### config.mk
export PLATFORM = sky130hd
export DESIGN_NAME = imm_extend_stage
export DESIGN_NICKNAME = d
export VERILOG_FILES = /design/src/rtl/imm_ext_pkg.sv /design/src/rtl/imm_ext_core.sv /design/src/rtl/imm_extend_stage.sv
export SDC_FILE = /design/constraint.sdc
export NUM_CORES = 1
export LEC_CHECK = 0
export CORE_ASPECT_RATIO = 0.7
export CORE_MARGIN = 3
export CORE_UTILIZATION = 30
export DETAILED_ROUTE_END_ITERATION = 7
export PLACE_DENSITY = 0.61
export SYNTH_ARGS = -nofsm -noshare
export SYNTH_HDL_FRONTEND = slang
export SYNTH_SLANG_ARGS = --single-unit
### constraint.sdc
create_clock -name clk -period 1.7 [get_ports clk]
set_input_delay 0.34 -clock clk [delete_from_list [all_inputs] [get_ports clk]]
set_output_delay 0.34 -clock clk [all_outputs]
set_load 0.05 [all_outputs]
### src/rtl/imm_ext_pkg.sv
// -----------------------------------------------------------------------------
// imm_ext_pkg
// Shared encodings for the immediate-extension stage:
//   imm_mode_e   - extension mode carried on in_mode
//   skid_state_e - occupancy of the output/skid register pair
// -----------------------------------------------------------------------------
package imm_ext_pkg;

    typedef enum logic [1:0] {
        IMM_SEXT      = 2'b00,
        IMM_ZEXT      = 2'b01,
        IMM_UPPER     = 2'b10,
        IMM_SEXT_SHL1 = 2'b11
    } imm_mode_e;

    // EMPTY: O invalid, S empty; ONE: O valid, S empty; TWO: O valid, S full.
    typedef enum logic [1:0] {
        ST_EMPTY = 2'b00,
        ST_ONE   = 2'b01,
        ST_TWO   = 2'b10
    } skid_state_e;

endpackage

### src/rtl/imm_ext_core.sv
// -----------------------------------------------------------------------------
// imm_ext_core
// Purely combinational widening of an IN_W-bit immediate to OUT_W bits.
// Ports:
//   i_imm  [IN_W]  raw immediate field
//   i_mode         extension mode (imm_mode_e)
//   o_imm  [OUT_W] extended immediate
// Legal parameter range: 2 <= IN_W < OUT_W.
// -----------------------------------------------------------------------------
module imm_ext_core
    import imm_ext_pkg::*;
#(
    parameter int IN_W  = 4,
    parameter int OUT_W = 16
) (
    input  logic [IN_W-1:0]  i_imm,
    input  imm_mode_e        i_mode,
    output logic [OUT_W-1:0] o_imm
);

    logic [OUT_W-1:0] w_sext;

    assign w_sext = {{(OUT_W-IN_W){i_imm[IN_W-1]}}, i_imm};

    always_comb begin
        o_imm = w_sext;
        case (i_mode)
            IMM_SEXT:      o_imm = w_sext;
            IMM_ZEXT:      o_imm = {{(OUT_W-IN_W){1'b0}}, i_imm};
            IMM_UPPER:     o_imm = {i_imm, {(OUT_W-IN_W){1'b0}}};
            // Sign-extended value doubled; the original MSB falls off the top.
            IMM_SEXT_SHL1: o_imm = {w_sext[OUT_W-2:0], 1'b0};
            default:       o_imm = w_sext;
        endcase
    end

endmodule

### src/rtl/imm_extend_stage.sv
// -----------------------------------------------------------------------------
// imm_extend_stage
// Registered immediate-extension stage with a one-entry skid buffer.
// Ports:
//   clk, rst_n        clock (rising edge), async active-low reset
//   flush             synchronous flush, discards everything incl. same-cycle accept
//   in_valid/in_ready upstream handshake; in_ready decodes registered state only
//   in_imm, in_mode   raw immediate and extension mode
//   in_tag            sideband tag carried with the item
//   out_valid/out_ready downstream handshake
//   out_imm, out_tag  extended immediate and its tag (held while stalled)
// Extension happens on the input side, so O and S both hold final results.
// -----------------------------------------------------------------------------
module imm_extend_stage
    import imm_ext_pkg::*;
#(
    parameter int IN_W  = 4,
    parameter int OUT_W = 16,
    parameter int TAG_W = 4
) (
    input  logic             clk,
    input  logic             rst_n,
    input  logic             flush,
    input  logic             in_valid,
    output logic             in_ready,
    input  logic [IN_W-1:0]  in_imm,
    input  logic [1:0]       in_mode,
    input  logic [TAG_W-1:0] in_tag,
    output logic             out_valid,
    input  logic             out_ready,
    output logic [OUT_W-1:0] out_imm,
    output logic [TAG_W-1:0] out_tag
);

    skid_state_e      r_state;
    skid_state_e      w_state_nxt;
    logic [OUT_W-1:0] r_out_imm;
    logic [TAG_W-1:0] r_out_tag;
    logic [OUT_W-1:0] r_skid_imm;
    logic [TAG_W-1:0] r_skid_tag;

    logic [OUT_W-1:0] w_ext_imm;
    logic             w_accept;
    logic             w_drain;
    logic             w_load_o_in;
    logic             w_load_o_skid;
    logic             w_load_s;

    imm_ext_core #(
        .IN_W  (IN_W),
        .OUT_W (OUT_W)
    ) u_core (
        .i_imm  (in_imm),
        .i_mode (imm_mode_e'(in_mode)),
        .o_imm  (w_ext_imm)
    );

    // Both handshake outputs come straight from the state register.
    assign in_ready  = (r_state != ST_TWO);
    assign out_valid = (r_state != ST_EMPTY);
    assign out_imm   = r_out_imm;
    assign out_tag   = r_out_tag;

    assign w_accept = in_valid && in_ready;
    assign w_drain  = out_valid && out_ready;

    always_comb begin
        w_state_nxt   = r_state;
        w_load_o_in   = 1'b0;
        w_load_o_skid = 1'b0;
        w_load_s      = 1'b0;
        if (flush) begin
            w_state_nxt = ST_EMPTY;
        end else begin
            case (r_state)
                ST_EMPTY: begin
                    if (w_accept) begin
                        w_state_nxt = ST_ONE;
                        w_load_o_in = 1'b1;
                    end
                end
                ST_ONE: begin
                    if (w_accept && w_drain) begin
                        w_load_o_in = 1'b1;
                    end else if (w_accept) begin
                        w_state_nxt = ST_TWO;
                        w_load_s    = 1'b1;
                    end else if (w_drain) begin
                        w_state_nxt = ST_EMPTY;
                    end
                end
                ST_TWO: begin
                    // in_ready is low here, so only a drain can move us.
                    if (w_drain) begin
                        w_state_nxt   = ST_ONE;
                        w_load_o_skid = 1'b1;
                    end
                end
                default: w_state_nxt = ST_EMPTY;
            endcase
        end
    end

    always_ff @(posedge clk or negedge rst_n) begin
        if (!rst_n) begin
            r_state    <= ST_EMPTY;
            r_out_imm  <= '0;
            r_out_tag  <= '0;
            r_skid_imm <= '0;
            r_skid_tag <= '0;
        end else begin
            r_state <= w_state_nxt;
            if (w_load_o_in) begin
                r_out_imm <= w_ext_imm;
                r_out_tag <= in_tag;
            end else if (w_load_o_skid) begin
                r_out_imm <= r_skid_imm;
                r_out_tag <= r_skid_tag;
            end
            if (w_load_s) begin
                r_skid_imm <= w_ext_imm;
                r_skid_tag <= in_tag;
            end
        end
    end

endmodule
; ---- Word-level counts from Yosys, hierarchy flattened
; Cells that the tools add are included.
; Widths: inputs -> output; s select.
[op_classes]
eq_ne = 10
n_mux = 22
reduce_logical = 8
[op_table]
columns = op, n
row1 = $pmux 16 s4, 1
row2 = $mux 16, 2
row3 = $mux 2, 6
row4 = $mux 1, 9
row5 = $ne 3x3->1 const B, 3
row6 = $mux 4, 2
row7 = $eq 2x2->1 const B, 3
row8 = $pmux 2 s3, 1
row9 = $eq 2x1->1 const B, 2
row10 = $logic_not 2->1, 2
row11 = $ne 4x4->1 const B, 1
row12 = $reduce_and 4->1, 1
row13 = $reduce_bool 2->1, 2
row14 = $logic_and 1x1->1, 3
row15 = $ne 2x2->1 const B, 1
row16 = $pmux 1 s2, 1
[word_totals]
reg_bits = 42
output_inout_bits = 22
word_cells = 45

; ---- Depth between registers and ports, before layout
; Gate-level depths: netlist (run 1).
[depth]
depth_word = 7
depth_mapped = 5
depth_no_buf = 4

; ---- Cells and area by module
; Synthesis (run 1) repeated with hierarchy kept, for this count alone.
[hier_totals]
cells_unflattened = 177
area_unflattened_um2 = 1978.1
[modules_own_cells]
columns = module, n_inst, cells_per_inst, area_each_um2, seq_area_each_um2
row1 = imm_extend_stage, 1, 150, 1793.0, 1051.0
row2 = imm_ext_core, 1, 27, 185.2, 0.0

; ---- Worst setup path after synthesis (run 1)
; No wires, ideal clock.
[synth_path]
path_type = flip-flop to flip-flop
from = reg r_state[0]
to = reg r_out_imm[11], in the netlist out_imm[11]
t_arrival_ns = 1.346
t_required_ns = 1.574
slack_ns = 0.228
path_stages_with_launch = 6
cell_sequence = dfrtp_1 -> nand2b_4 -> nor3b_4 -> nor2_2 -> buf_6 -> a221o_1
[synth_via]
elab_chain_cells = 7
elab_cells_between_ends = 17
[synth_rtl]
columns = item, line_no
row1 = from (decl), imm_extend_stage.sv:35  ; skid_state_e r_state;
row2 = from (signal assigned), imm_extend_stage.sv:112  ; r_state <= w_state_nxt;
row3 = $ne 2x2->1 (*), imm_extend_stage.sv:59  ; assign in_ready = (r_state != ST_TWO);
row4 = named net in_ready, imm_extend_stage.sv:25  ; output logic in_ready,
row5 = $logic_and 1x1->1 (*), imm_extend_stage.sv:64  ; assign w_accept = in_valid && in_ready;
row6 = $logic_and 1x1->1, imm_extend_stage.sv:83  ; if (w_accept && w_drain) begin
row7 = $mux 1, imm_extend_stage.sv:83
row8 = $pmux 1 s2 (*), imm_extend_stage.sv:75  ; case (r_state)
row9 = $mux 1 (*), imm_extend_stage.sv:72  ; if (flush) begin
row10 = $mux 16 or $reduce_bool 2->1 (tied branches), n/a
row11 = to (signal assigned), imm_extend_stage.sv:114  ; r_out_imm <= w_ext_imm;
row12 = to (signal assigned), imm_extend_stage.sv:117  ; r_out_imm <= r_skid_imm;
row13 = to (decl), imm_extend_stage.sv:37  ; logic [OUT_W-1:0] r_out_imm;
; Mark *: on every way through the listed nets, which the timed path passes. The rest lies on a longest branch.
; A chain may end at the register's enable or synchronous reset.

; ---- Worst setup path after layout (run 1)
[layout_path]
from = in in_mode[1]
to = reg r_out_imm[13], in the netlist out_imm[13]
[layout_via]
elab_chain_cells = 3
elab_cells_between_ends = 6
[layout_rtl]
columns = item, line_no
row1 = from (decl), imm_extend_stage.sv:27  ; input logic [1:0] in_mode,
row2 = $eq 2x2->1 (tied with other cells), imm_ext_core.sv:27  ; case (i_mode)
row3 = $pmux 16 s4 (*), imm_ext_core.sv:27
row4 = $mux 16 (*), imm_extend_stage.sv:113  ; if (w_load_o_in) begin
; Every way passes the cells marked *; elsewhere a longest branch is shown, timed or not.

==> results of run 1 <==
-- how the worst min path moves through the flow --
stage,to
4_1_cts,out_tag[1]
3_5_place_dp,r_skid_imm[11]
3_3_place_gp,r_skid_imm[11]
2_1_floorplan,out_imm[0]
5_1_grt,out_tag[1]
6_report,out_imm[2]
-- cells in the mapped netlist --
library cell | count | area share [%]
or2_2 | 1 | 0.47
buf_4 | 7 | 3.9
nor2_1 | 11 | 3.1
nor2_2 | 1 | 0.47
nand2_1 | 10 | 2.8
o21a_1 | 3 | 1.7
nor3b_4 | 1 | 1.4
and3b_2 | 1 | 0.75
xnor2_1 | 2 | 1.3
mux2i_1 | 3 | 2.2
o31ai_1 | 1 | 0.56
o21ai_0 | 10 | 3.7
nor2b_2 | 1 | 0.66
a31oi_1 | 3 | 1.4
nand3b_1 | 1 | 0.56
inv_1 | 2 | 0.56
a2bb2oi_1 | 1 | 0.66
nor2b_1 | 3 | 1.4
clkbuf_1 | 2 | 0.56
a221o_1 | 9 | 6.7
buf_6 | 1 | 0.84
a22o_1 | 4 | 2.6
nand3_1 | 2 | 0.75
nand2b_1 | 1 | 0.47
buf_2 | 3 | 1.1
a21o_1 | 4 | 2.2
dfrtp_1 | 28 | 52
nand2b_4 | 1 | 1.0
mux2_2 | 4 | 3.4
-- sequential cells by signal, indices dropped and copies added, names as in the netlist --
register    flops
out_imm         9
out_tag         4
r_skid_imm      9
r_skid_tag      4
r_state         2
-- stage by stage --
stage	utilization, %	power [mW]	setup TNS (ps)	area, µm²	setup slack (ps)
global route	46.9	2.18	0	1920	44.8
floorplan	-	1.36	0	1340	228
detailed placement	45.5	1.69	-1990	1860	-166
CTS	46.9	2.10	0	1920	130
finish	46.9	2.07	0	1920	131
global placement	45.5	1.67	-1750	1860	-134
-- area by class of cell --
type	count	area, µm²	share of cell area (%)
inverters	2	7.51	0.392
clock buffers	4	55.1	2.87
flip-flops and latches	28	701	36.6
repair buffers	50	548	28.6
well taps	52	65.1	3.39
multi-input cells	78	541	28.2
-- routing by layer --
layer	vias up	track usage [%]	share of wire, %
met1	486	15.3	48
met3	2	2.90	4.3
met4	0	4.06	1.2
li1	512	-	-
met5	-	0	0
met2	30	19.1	47
-- critical path, delay by kind of cell --
family	cells	cell delay, ps
simple gates	1	40
compound gates	2	420
mux	1	260
buf+inv	1	670
-- power groups by stage --
| stage | Sequential (mW) | Clock (mW) | Combinational [mW] |
|---|---|---|---|
| 2_1_floorplan | 1.05 | 0 | 0.311 |
| 3_3_place_gp | 0.877 | 0 | 0.789 |
| 3_5_place_dp | 0.886 | 0 | 0.799 |
| 4_1_cts | 0.873 | 0.423 | 0.800 |
| 5_1_grt | 0.888 | 0.454 | 0.834 |
| 6_report | 0.871 | 0.406 | 0.791 |
-- cells in the final DEF (no fill, tap or decap), drive strengths merged --
cell / Yosys / layout
nand3b: 1 / 1
xnor2: 2 / 2
mux2i: 3 / 3
a221o: 9 / 9
o21ai: 10 / 10
o31ai: 1 / 1
or2: 1 / 1
a31oi: 3 / 3
mux2: 4 / 4
inv: 2 / 2
a22o: 4 / 4
nand2b: 2 / 2
nand2: 10 / 10
nor2b: 4 / 4
a21o: 4 / 4
nor2: 12 / 12
nand3: 2 / 2
dfrtp: 28 / 28
buf: 11 / 36
o21a: 3 / 3
a2bb2oi: 1 / 1
nor3b: 1 / 1
clkbuf: 2 / 4
clkdlybuf4s50: 0 / 14
and3b: 1 / 1
-- logic make-up after synthesis --
group           synth area share [%]
simple gates                    13.9
mux                             5.62
compound gates                  19.7
flops                           52.5
buf+inv                         7.03
xor+xnor                        1.31
==> flow_metrics.tcl, run 1 <==
set metrics [dict create \
    status "complete, no violations" \
    hold_ws_ps 436 \
    first_pass_iters 4 \
    ys_seq_area_share_pct 52.5 \
    io_buffer_count 36 \
    place_inst 210 \
    ys_ff_latch 28 \
    grt_pass1_wl_mm 4.72 \
    cts_resized 0 \
    syn_avg_cell_area_um2 11.0 \
    p_int_mw 1.34 \
    cp_cell_sequence "clkdlybuf4s50_1 -> mux2i_1 -> o21a_1 -> nor2_1 -> a221o_1" \
    drive_above_1_share_pct 30.9 \
    critPathLaunchType "input pin" \
    die_h_um 61.8 \
    rr_startpoint "r_state[1]" \
    cp-startpoint "in_mode[1]" \
    p_switching_uw 730 \
    cts_tree "built" \
    final_nets 178 \
    synthesis.area_um2 1340 \
    path_max_fanout 9 \
    worstReg2RegEnd "out_imm[12]" \
    syn_nets 136 \
    antenna_left 0 \
    clk_path_buf_depth 2 \
    die_area_um2 5300 \
    via_per_inst 4.81 \
    ir_drop_v 0.000563 \
    cts_buffers 3 \
    antenna_found_initial 0 \
    comb_power_share_pct 38.2 \
    fin_crit_ps 1570 \
    grt-ovfl-total 0 \
    antenna_cells 0 \
    p_leak_nw 0.906 \
    postCtsSetupRepairBufs 0 \
    layout.cells.non_filler 214 \
    postCtsHoldBufs 0 \
    worst_slew_pin_slew_ps 355 \
    hp-class "in -> async" \
    reg2reg_slack_ps 170 \
    grt_max_degree 29 \
    endpoint "out_imm[13]" \
    place.gp.congestion 0.747 \
    critPathRequiredTime_ps 1860 \
    die_w_um 85.7 \
    route.vias.total 1030 \
    max_freq_mhz 637 \
    wl_per_cell_um 13.6 \
    power_frac_clock_pct 19.6 \
    rsz0062_at_grt "false" \
    switching_share_pct 35.3 \
    cp.arrival_ps 1730 \
    cts_max_level 1 \
    core_um2 4090 \
    drv_cap 0 \
    relSlewSlack_pct 76.3 \
    worstSetupPathType "in -> reg" \
    p_per_area_nw_per_um2 1080 \
    skew_ps 1.81 \
    rows 19 \
    path_clk_slew_ps 90 \
    reg2reg_depth 5 \
    p_seq_share_pct 42.1 \
    yosysWarnings 0 \
    slew_viol_final 0 \
    grt_pass1_vias 965 \
    clkLatencyLatePin_ps 270 \
    track_usage_pct 11.7 \
    root_buffer "clkbuf_8" \
    crit_path_end_kind "flip-flop" \
    drc 0 \
    finalCritPeriodShare_pct 92.3 \
    drtIter0Drc 59 \
    syn_inst 121 \
    syn_to_final_growth_pct 43.6 \
    drt-total-wl_mm 2.91 \
    hold_viol_final 0 \
    initial_core_util_pct 32.6 \
    setup_viol 0 \
    synth_cell_types 29 \
    crit_slowest_cell "clkdlybuf4s50_1" \
    ios 37 \
    cts_sinks 28 \
    dp_hpwl_mm 2.26 \
    max_stage_delay_ps 670 \
    nFillCells 383 \
]
No activity file was read; power rests on OpenSTA's default activity.
==> run 2: changes to the inputs <==
--- a/config.mk
+++ b/config.mk
@@ -5,10 +5,12 @@
 export SDC_FILE = /design/constraint.sdc
 export NUM_CORES = 1
 export LEC_CHECK = 0
+export ABC_AREA = 0
 export CORE_ASPECT_RATIO = 0.7
 export CORE_MARGIN = 3
 export CORE_UTILIZATION = 30
 export DETAILED_ROUTE_END_ITERATION = 7
+export HOLD_SLACK_MARGIN = 0.03
 export PLACE_DENSITY = 0.61
 export SYNTH_ARGS = -nofsm -noshare
 export SYNTH_HDL_FRONTEND = slang
==> results of run 2 <==
Final layout, timing and power as in run 1 (identical DEF).
==> run 3: changes to the inputs <==
--- a/config.mk
+++ b/config.mk
@@ -6,7 +6,6 @@
 export NUM_CORES = 1
 export LEC_CHECK = 0
 export ABC_AREA = 0
-export CORE_ASPECT_RATIO = 0.7
 export CORE_MARGIN = 3
 export CORE_UTILIZATION = 30
 export DETAILED_ROUTE_END_ITERATION = 7
==> flow_metrics.tcl, run 3 (synthesis gave the netlist of run 1 again) <==
set metrics [dict create \
    status "complete, no violations" \
    max_stage_delay_ps 680 \
    slew_viol_final 0 \
    skew_ps 7.73 \
    io_buffer_count 36 \
    final_common_cell "dfrtp_1" \
    p_per_area_nw_per_um2 1130 \
    dp_hpwl_mm 2.23 \
    postCtsSetupRepairBufs 0 \
    postCtsHoldBufs 0 \
    grt_max_degree 29 \
    finalCritPeriodShare_pct 92.4 \
    drive_above_1_share_pct 30.9 \
    antenna_cells 0 \
    first_pass_iters 4 \
    setup_viol 0 \
    core_um2 4140 \
    antenna_found_initial 0 \
    cts_buffers 3 \
    place.gp.congestion 0.752 \
    max_freq_mhz 636 \
    rsz0062_at_grt "false" \
    critPathRequiredTime_ps 1860 \
    worstSetupPathType "in -> reg" \
    final_nets 178 \
    hp-class "in -> async" \
    cts_sinks 28 \
    hold_ws_ps 426 \
    ir_drop_v 0.000930 \
    hold_viol_final 0 \
    initial_core_util_pct 32.2 \
    dp_slack_ps -160 \
    setup_slack_ps 129 \
    grt-ovfl-total 0 \
    crit_slowest_cell "clkdlybuf4s50_1" \
    cp.arrival_ps 1730 \
    crit_path_end_kind "flip-flop" \
    clkLatencyLatePin_ps 280 \
    fin_crit_ps 1570 \
    wl_per_cell_um 13.6 \
    final_cell_mix "dfrtp_1 (28), buf_4 (25), clkdlybuf4s50_1 (14), nor2_1 (11), buf_12 (11)" \
    grt_pass1_vias 1108 \
    drv_cap 0 \
    die_h_um 72.7 \
    die_w_um 72.7 \
    track_usage_pct 11.7 \
    ios 37 \
    tns_ps 0 \
    drc 0 \
    cts_resized 0 \
    critPathLaunchType "input pin" \
    syn_to_final_growth_pct 44.6 \
    drt-total-wl_mm 2.89 \
    die_area_um2 5290 \
    route.vias.total 1049 \
    drtIter0Drc 36 \
    via_per_inst 4.95 \
    p_leak_nw 0.913 \
    relSlewSlack_pct 76.5 \
    antenna_left 0 \
    clk_path_buf_depth 2 \
    root_buffer "clkbuf_8" \
    cts_tree "built" \
    grt_pass1_wl_mm 4.82 \
    cp_cell_sequence "clkdlybuf4s50_1 -> mux2i_1 -> o21a_1 -> nor2_1 -> a221o_1" \
    worst_slew_pin_slew_ps 352 \
    rows 23 \
    path_max_fanout 9 \
    path_clk_slew_ps 90 \
    cts_max_level 1 \
]
run 3: stage by stage:
stage	power, mW	cell area, µm²	cells	util, %
after CTS	2.21	1930	212	46.6
after global placement	1.67	1860	208	44.9
after detailed placement	1.68	1860	208	44.9
after global routing	2.29	1930	212	46.6
after floorplan	1.36	1340	121	-
final	2.17	1930	212	46.6
run 3: cell type report:
type,instances,area (µm²)
fill,402,2210
tap,50,62.6
multi-input combinational,78,541
timing repair buffer,50,548
clock inverter,1,30.0
sequential,28,701
clock buffer,3,41.3
inverter,2,7.51
run 3: worst paths after layout:
path	from	to	slack (ps)	cells after the start
max	in_mode[1]	out_imm[13]	130	5
min	rst_n	out_tag[3]	430	2
max reg2reg	r_state[1]	out_imm[13]	250	5
min reg2reg	out_tag[3]	out_tag[3]	490	1
max in group asynchronous	rst_n	r_state[0]	1000	2
min in group clk	out_tag[3]	out_tag[3]	490	1
run 3: worst max-delay path: cells and delay by family:
family,cells,cell delay (ps)
buf+inv,1,680
mux,1,250
compound gates,2,410
simple gates,1,50
run 3: metal layers:
layer / vias up / global-route usage, % / wire, µm
li1: 505 / - / -
met1: 514 / 12.6 / 1210
met2: 25 / 21.3 / 1500
met3: 5 / 3.86 / 156
met4: 0 / 3.69 / 25
met5: - / 0 / 0
run 3: power by group:
group          leakage (nW)  switching, mW  internal (mW)
logic                 0.518          0.455          0.337
clock network        0.0357          0.199          0.315
registers             0.359         0.0719          0.795
total                 0.913          0.725           1.45
